--- config.mk ---
export PLATFORM = sky130hd
export DESIGN_NAME = fetch_stall_ctrl
export DESIGN_NICKNAME = d
export VERILOG_FILES = /design/src/rtl/fetch_stall_ctrl.sv
export SDC_FILE = /design/constraint.sdc
export NUM_CORES = 1
export LEC_CHECK = 0
export CORE_UTILIZATION = 50
export DETAILED_ROUTE_END_ITERATION = 10
export GPL_TIMING_DRIVEN = 0
export PLACE_DENSITY = 0.91
export SYNTH_ARGS = -nofsm -noshare
export SYNTH_HDL_FRONTEND = slang
export SYNTH_SLANG_ARGS = --single-unit
--- constraint.sdc ---
create_clock -name clk -period 2.9 [get_ports clk]
set_clock_uncertainty 0.05 [all_clocks]
set_input_delay 0.29 -clock clk [delete_from_list [all_inputs] [get_ports clk]]
set_output_delay 0.29 -clock clk [all_outputs]
set_load 0.05 [all_outputs]
--- src/rtl/fetch_stall_ctrl.sv ---
// fetch_stall_ctrl
//   Fetch-side owner of the PC register, the IF/ID pipeline register and the
//   ID/EX bubble select. It honours the ID-stage load-use stall request,
//   applies taken-branch redirects with an IF/ID flush, and freezes fetch for
//   good once a HALT instruction is accepted in ID.
//
// Ports:
//   clk, rst        rising-edge clock, asynchronous active-high reset
//   stall_req       load-use stall request (combinational, same cycle)
//   imem_instr      instruction memory read data for imem_addr
//   branch_taken    EX-stage taken branch/jump this cycle
//   branch_target   redirect address when branch_taken=1
//   imem_addr       current PC, drives instruction memory
//   ifid_instr      IF/ID registered instruction
//   ifid_pc_next    IF/ID registered PC+PC_INC of that instruction
//   ifid_valid      IF/ID holds a real instruction (0 = bubble)
//   idex_bubble     1 = ID must zero the ID/EX control fields this cycle
//   cpu_halted      1 once HALT has been accepted
//   stall_count     saturating count of honoured stall cycles

module fetch_stall_ctrl #(
  parameter int              PC_W     = 16,
  parameter int              INSTR_W  = 16,
  parameter logic [PC_W-1:0] RESET_PC = 16'h0000,
  parameter int              PC_INC   = 2,
  parameter logic [3:0]      HALT_OP  = 4'hF
) (
  input  logic               clk,
  input  logic               rst,
  input  logic               stall_req,
  input  logic [INSTR_W-1:0] imem_instr,
  input  logic               branch_taken,
  input  logic [PC_W-1:0]    branch_target,
  output logic [PC_W-1:0]    imem_addr,
  output logic [INSTR_W-1:0] ifid_instr,
  output logic [PC_W-1:0]    ifid_pc_next,
  output logic               ifid_valid,
  output logic               idex_bubble,
  output logic               cpu_halted,
  output logic [15:0]        stall_count
);

  typedef enum logic {RUN, HALTED} state_t;

  state_t          state;
  state_t          state_next;
  logic [PC_W-1:0] pc;
  logic [PC_W-1:0] pc_plus;
  logic            halt_seen;

  // Sequential successor wraps naturally modulo 2^PC_W.
  assign pc_plus   = pc + PC_W'(PC_INC);
  assign halt_seen = ifid_valid && (ifid_instr[INSTR_W-1 -: 4] == HALT_OP);
  assign imem_addr = pc;

  // State register.
  always_ff @(posedge clk or posedge rst) begin
    if (rst) state <= RUN;
    else     state <= state_next;
  end

  // Next state: HALT is only accepted when neither a squashing branch nor a
  // stall is in effect, and HALTED is left only through reset.
  always_comb begin
    state_next = state;
    if (state == RUN && !branch_taken && !stall_req && halt_seen)
      state_next = HALTED;
  end

  // Outputs. A taken branch squashes the instruction sitting in ID, and an
  // invalid IF/ID (post-reset, post-flush, halted) must also become a NOP.
  always_comb begin
    idex_bubble = ((state == RUN) && !branch_taken && stall_req) ||
                  branch_taken || !ifid_valid;
    cpu_halted  = (state == HALTED);
  end

  // PC, IF/ID and stall counter. Priority in RUN is branch, stall, halt,
  // then sequential fetch. In HALTED everything holds; ifid_valid was
  // already cleared on the halt edge and no path sets it again.
  always_ff @(posedge clk or posedge rst) begin
    if (rst) begin
      pc           <= RESET_PC;
      ifid_instr   <= '0;
      ifid_pc_next <= '0;
      ifid_valid   <= 1'b0;
      stall_count  <= '0;
    end else if (state == RUN) begin
      if (branch_taken) begin
        pc         <= branch_target;
        ifid_instr <= '0;
        ifid_valid <= 1'b0;
      end else if (stall_req) begin
        if (stall_count != 16'hFFFF)
          stall_count <= stall_count + 16'd1;
      end else if (halt_seen) begin
        ifid_valid <= 1'b0;
      end else begin
        pc           <= pc_plus;
        ifid_instr   <= imem_instr;
        ifid_pc_next <= pc_plus;
        ifid_valid   <= 1'b1;
      end
    end
  end

endmodule

# Yosys cells after proc, flatten, opt, wreduce, memory -nomap -nowiden
# Cells that the tools add are included.
[classes] n_addsub=2 n_eq_ne=4 muxes=9 n_bitwise=4 reduce_logical=14
[ops] op="two-way mux 16 bit" n=6
[ops] op="adder 16 x 1 -> 16 bit (second input constant)" n=1
[ops] op="adder 16 x 2 -> 16 bit (second input constant)" n=1
[ops] op="!= test 16 bit (second input constant)" n=1
[ops] op="AND reduction 4 bit" n=2
[ops] op="logical AND 1 bit" n=5
[ops] op="== test 4 bit (second input constant)" n=1
[ops] op="inverter 1 bit" n=4
[ops] op="logical NOT 1 bit" n=3
[ops] op="two-way mux 1 bit" n=3
[ops] op="AND reduction 3 bit" n=1
[ops] op="logical OR 1 bit" n=2
[ops] op="!= test 2 x 1 -> 1 bit (second input constant)" n=1
[ops] op="!= test 2 bit (second input constant)" n=1
[ops] op="AND reduction 2 bit" n=1
[totals] register_bits=66 in_bits=36 word_cells=39

# Depth between registers and ports, before layout
# Gate-level depths: netlist of run 1.
[logic_depth] word_depth=5 depth_mapped=7 ltp_nobuf=5

# Least setup slack after synthesis of run 1
# OpenSTA, ideal clock, no wires.
[synth_timing] kind="register to register" startpoint="register stall_count[0]" endpoint="register stall_count[14]" arrival_time_ns=1.992 t_required_ns=2.762 setup_slack_ns=0.770 stages_incl_launch_ff=7 path_buffers=1 synth_period_minus_slack_ns=2.130 cell_sequence="dfrtp_1 > ha_1 > clkbuf_1 > and4bb_2 > and4_1 > a31oi_1 > a41oi_1"
[synth_between] elab_chain_len=2 word_cells_on_any_way=3 classes_between="1 x add/sub; 1 x eq/ne; 1 x reduce/logical"
[synth_lines] item="start: declaration" line="40" text="output logic [15:0] stall_count"
[synth_lines] item="start signal: assignment" line="95" text="stall_count <= stall_count + 16'd1;"
[synth_lines] item="branches (longest 2 deep; another with adder 16 x 1 -> 16 bit)"
# Parallel ways; which one is timed is not known.
# A chain may end at the register's enable or synchronous reset.

# Worst setup path after layout of run 1
[layout_timing] startpoint="input branch_taken" endpoint="output idex_bubble"
[layout_between] elab_chain_len=5
[layout_lines] item="start: declaration" line="32" text="input logic branch_taken,"
[layout_lines] item="logical NOT 1 bit" line="73" text="idex_bubble = ((state == RUN) && !branch_taken && stall_req) ||"
[layout_lines] item="logical AND 1 bit (2 in series)" line="73"
[layout_lines] item="logical OR 1 bit (*)" line="73"
[layout_lines] item="logical OR 1 bit (*)" line="74" text="branch_taken || !ifid_valid;"
[layout_lines] item="end: declaration" line="38" text="output logic idex_bubble,"
# Mark *: on every way between the ends. The rest lies on a longest branch, timed or not.

==> reports/metrics.yaml, run 1 <==
yosysWarnings: 0
wl_per_cell_microns: 17.28
r2r_start: "stall_count[0]"
hold_path.class: "input port to register"
ys_async_sr_fraction_pct: 100.0
cts_tree: "done"
rows: 29
post_route_cells_drive_above_1_share_pct: 8.501
drtIter0Drc: 297
yosysTopAreaCell: "dfrtp_1"
grt_first_pass_wirelength_microns: 14670
reg2reg_slack_ns: 0.84
required_ns: 2.56
synth-main-ff-cell: "dfrtp_1"
multi_input_area_sq_um: 1505
ff_latch_area_sq_um: 1652
pwr-share-seq_pct: 37.7
cp-startpoint: "branch_taken"
netlist.area_leader.share_pct: 50.06
numCtsBuffers: 9
synth.avg_cell_area_sq_um: 9.998
drc: 0
grt_max_degree: 35
ant_nets: 0
grt_usage_pct: 26.90
slew_headroom_pct: 50.23
r2r-end: "stall_count[12]"
internal_power_uw: 1927
yosysSeqAreaShare_pct: 50.06
place_hpwl_microns: 6476
die_h_microns: 83.24
min_period_ns: 2.691
ioPinCount: 103
drtPass1Iterations: 5
power_frac_comb_pct: 34.9
syn_inst: 330
die_area_sq_um: 6928
gp_congestion: 0.8798
path_class: "input port to output port"
die_x_microns: 83.24
report.final.slew_viol_count: 0
clockBufferDepth: 2
leakage_uw: 0.001976
antenna_found_initial: 0
cp-end-kind: "output port"
crit_arrival_ns: 2.35
synth_seq_cells: 66
insertion_delay_ns: 0.35
ctsHoldBuffers: 0
endpoint: "idex_bubble"
switchingPower_uw: 1221
worst_pin_slew_ns: 0.7455
root_buffer: "clkbuf_8"
wirelength_microns: 9053
port_buffers: 101
vias_per_cell: 5.918
fmax_mhz: 371.7
start_kind: "input port"
num_antenna_cells: 0
status: "finished, final reports clean"
synth_edf_count: 0
swShare_pct: 38.78
clkPwrFrac_pct: 27.4
synth_common_cells: "66 x dfrtp_1, 38 x nand2_1, 19 x nor2_1, 16 x a22o_1, 16 x o21ai_0"
clk_pin_slew_ns: 0.08
synth_most_common_cell: "dfrtp_1"
synthTopCellsByArea: "dfrtp_1 50%, nand2_1 4.3%, a22o_1 4.2%"
grt_overflow_total: 0
nets: 481
fin_ws_ns: 0.2094
cap_viol_max_count: 0
htree_levels: 3
cp_max_fo: 10
area_growth_pct: 40.69
period_share_pct: 92.78
grt_pass1_vias: 2998
hold_viol: 0
cts_num_sinks: 66
ff2ff_path_depth: 6
syn-num-nets: 368
place_ws_ns: -0.03860
p_per_area_nw_per_um2: 678.1
setup_viol: 0
synthesis.area_sq_um: 3299
core-area_sq_um: 6350
rsz0062_at_grt: "false"
nFillCells: 427
yosys.cell_types.count: 56
ir_drop_mv: 0.7561
initial_core_util_pct: 51.96
design_power_total_uw: 3148
dr_total_vias: 3101
## how the worst min path moves through the flow
stage,startpoint,to,slack [ns],cells past startpoint
after floorplan,branch_target[0],imem_addr[0],0.38,2
after global placement,ifid_pc_next[2],ifid_pc_next[2],0.42,2
after detailed placement,ifid_pc_next[1],ifid_pc_next[1],0.43,2
after CTS,stall_req,ifid_valid,0.28,3
after global routing,stall_req,ifid_valid,0.31,3
final,stall_req,ifid_valid,0.29,3
## placed cells by master (no fill, tap or decap), types with 3 or more instances in the layout
master           netlist  routed
nor3_1                 6       6
nor2_1                19      19
a31oi_1                9       9
o21ai_1               14      14
inv_1                  5       4
a21oi_1               11      11
o21ai_0               16      16
nor3b_1                4       4
clkdlybuf4s50_1        0     100
nand3_1               12      12
clkbuf_8               0      10
o211ai_1               3       3
dfrtp_1               66      66
xnor2_1                8       8
clkbuf_1              13      13
xor2_1                13      13
nand3b_1               3       3
o2bb2ai_1              4       4
nand2_1               38      38
and3_1                 5       5
a22o_1                16      16
buf_2                  9       9
nand4_1                5       5
and4_1                 4       4
## layout make-up
type | instances | area share [%]
flip-flops and latches | 66 | 35.58
clock inverters | 5 | 1.698
plain buffers | 25 | 2.668
repair buffers | 102 | 22.18
clock buffers | 10 | 2.965
well taps | 77 | 2.075
multi-input cells | 234 | 32.43
inverters | 5 | 0.4043
## power groups by stage
| stage | clock network [uW] | logic (uW) | registers (uW) |
|---|---|---|---|
| floorplan | 0 | 276 | 1610 |
| finish | 863 | 1100 | 1190 |
| CTS | 864 | 1100 | 1180 |
| global route | 901 | 1150 | 1210 |
| global placement | 0 | 1070 | 1190 |
| detailed placement | 0 | 1090 | 1200 |
## state kept, by name, summed over array words and instances, names as in the netlist
register and flops:
ifid_instr 16, cpu_halted 1, stall_count 16, imem_addr 16
ifid_valid 1, ifid_pc_next 16
## critical path: stages
cell and delay [ns]:
clkdlybuf4s50_1 0.50, clkbuf_1 0.44, inv_1 0.18, clkbuf_1 0.26, nand3_1 0.12, dlygate4sd2_1 0.55
## repair_timing
item	CTS	global route
setup endpoints to repair	1	0
buffers inserted	0	0
gates resized for setup	1	0
## kinds of logic (layout without fill, tap and decap cells)
logic type	after synthesis	count (layout)	share of synthesized area [%]
xor gates and xnor gates	21	21	5.575
muxes	2	2	0.6447
and+or+nand+nor	113	113	18.32
DFF	66	66	50.06
buffers and inverters	30	147	4.323
adders and majority gates	2	2	0.7583
AOI/OAI and AO/OA	96	96	20.33
## metal layers
metal	up-vias	GRT usage, %	part of all wire, %
met3	24	4.871	7.1
met2	149	43.52	48
met4	0	13.48	3.0
met1	1500	34.75	42
li1	1428	-	-
met5	-	0	0
## stage by stage
step                      utilization (%)  hold slack, ns  setup TNS, ns  instances  area [sq um]
after global routing                73.10          0.3073              0        524          4642
after CTS                           73.10          0.2815              0        524          4642
after floorplan                         -          0.3784              0        330          3299
after detailed placement            69.71          0.4256       -0.03860        509          4427
final                               73.10          0.2889              0        524          4642
after global placement              69.40          0.4160         -10.61        508          4407
Power figures use the tool's default switching activity.
==> run 2: changes to the inputs <==
- CAP_MARGIN: default -> 40
==> run 2 against run 1 <==
  * Clock-buffer cell count did not move
  * Utilization did not move
  * Critical path depth is the same
  * Largest power group unchanged
==> reports/metrics.yaml, run 2 (synthesis results as in run 1) <==
status: "finished, final reports clean"
final_cell_mix: "100 x clkdlybuf4s50_1, 66 x dfrtp_1, 38 x nand2_1, 19 x nor2_1"
internal_power_uw: 1927
min_period_ns: 2.691
cp-end-kind: "output port"
cap_viol_max_count: 0
numCtsBuffers: 9
clk_pin_slew_ns: 0.08
nets: 481
place_hpwl_microns: 6476
root_buffer: "clkbuf_8"
rsz0062_at_grt: "false"
cp_max_fo: 10
wirelength_microns: 9053
ctsHoldBuffers: 0
crit_arrival_ns: 2.35
clkPwrFrac_pct: 27.4
worst_pin_slew_ns: 0.7455
hold_viol: 0
cts_setup_buffers: 0
cts_num_sinks: 66
r2r-end: "stall_count[12]"
grt_pass1_vias: 2998
min_path_cells: 3
slew_headroom_pct: 50.23
period_share_pct: 92.78
fin_tns_setup_ns: 0
critPathSlowestCell: "dlygate4sd2_1"
fin_area_sq_um: 4642
hold_path.class: "input port to register"
insertion_delay_ns: 0.35
area_growth_pct: 40.69
clockBufferDepth: 2
dr_total_vias: 3101
setup_viol: 0
die_x_microns: 83.24
rows: 29
fmax_mhz: 371.7
swShare_pct: 38.78
start_kind: "input port"
path_class: "input port to output port"
switchingPower_uw: 1221
place_area_sq_um: 4427
vias_per_cell: 5.918
whs_endpoint: "ifid_valid"
final_common_cell: "clkdlybuf4s50_1"
drtIter0Drc: 297
cts_tree: "done"
max_stage_delay_ns: 0.55
wl_per_cell_microns: 17.28
leakage_uw: 0.001976
p_per_area_nw_per_um2: 678.1
ant_nets: 0
drtPass1Iterations: 5
grt_overflow_total: 0
crit_top_cell: "clkbuf_1"
htree_levels: 3
r2r_start: "stall_count[0]"
antenna_found_initial: 0
post_route_cells_drive_above_1_share_pct: 8.501
ir_drop_mv: 0.7561
core-area_sq_um: 6350
port_buffers: 101
power_frac_comb_pct: 34.9
die_h_microns: 83.24
reg2reg_slack_ns: 0.84
path_cells: "clkdlybuf4s50_1, clkbuf_1, inv_1, clkbuf_1, nand3_1, dlygate4sd2_1"
ioPinCount: 103
grt_max_degree: 35
die_area_sq_um: 6928
pwr-share-seq_pct: 37.7
grt_usage_pct: 26.90
drc: 0
grt_first_pass_wirelength_microns: 14670
report.final.slew_viol_count: 0
ff2ff_path_depth: 6
initial_core_util_pct: 51.96
worstHoldStart: "stall_req"
gp_congestion: 0.8798
num_antenna_cells: 0
required_ns: 2.56
-- run 2: cell counts in the layout (fill, tap and decap cells not counted) --
No cell type changed its count.
-- run 2: power groups by stage --
stage / combinational [uW] / clock [uW] / sequential (uW)
6_report: 1100 / 863 / 1190
5_1_grt: 1150 / 901 / 1210
4_1_cts: 1100 / 864 / 1180
3_5_place_dp: 1090 / 0 / 1200
3_3_place_gp: 1070 / 0 / 1190
2_1_floorplan: 276 / 0 / 1610
-- run 2: final cells by class --
cell class,instances,area (sq um)
Clock inverter,5,78.83
Fill cell,427,1708
Multi-Input combinational cell,234,1505
Timing Repair Buffer,102,1030
Inverter,5,18.77
Tap cell,77,96.34
Sequential cell,66,1652
Clock buffer,10,137.6
Buffer,25,123.9
-- run 2: worst max-delay path by stage --
stage | start | depth (start not counted) | end | slack (ns)
2_1_floorplan | stall_count[0] | 6 | stall_count[14] | 0.77
3_3_place_gp | rst | 2 | imem_addr[3] | -0.16
3_5_place_dp | branch_taken | 6 | idex_bubble | -0.04
4_1_cts | branch_taken | 6 | idex_bubble | 0.24
5_1_grt | branch_taken | 6 | idex_bubble | 0.14
6_report | branch_taken | 6 | idex_bubble | 0.21
-- run 2: per-layer routing --
metal,up-vias,track usage [%],part of all wire [%]
met5,-,0,0
met4,0,13.48,3.0
met3,24,4.871,7.1
met2,149,43.52,48
met1,1500,34.75,42
li1,1428,-,-
-- run 2: through the flow --
step,util (%),hold WS [ns],cells,setup slack (ns),total power [uW]
2_1_floorplan,-,0.3784,330,0.7697,1883
3_3_place_gp,69.40,0.4160,508,-0.1642,2258
3_5_place_dp,69.71,0.4256,509,-0.03860,2288
4_1_cts,73.10,0.2815,524,0.2444,3145
5_1_grt,73.10,0.3073,524,0.1434,3257
6_report,73.10,0.2889,524,0.2094,3148
-- run 2: worst max-delay path, delay by kind of cell --
| kind | cells | cell delay [ns] |
|---|---|---|
| buffers and inverters | 5 | 1.93 |
| AND/OR/NAND/NOR | 1 | 0.12 |
-- run 2: what timing repair did --
item                       in CTS  in global routing
hold endpoints to repair        0                  0
resized for setup               1                  0
setup endpoints to repair       1                  0
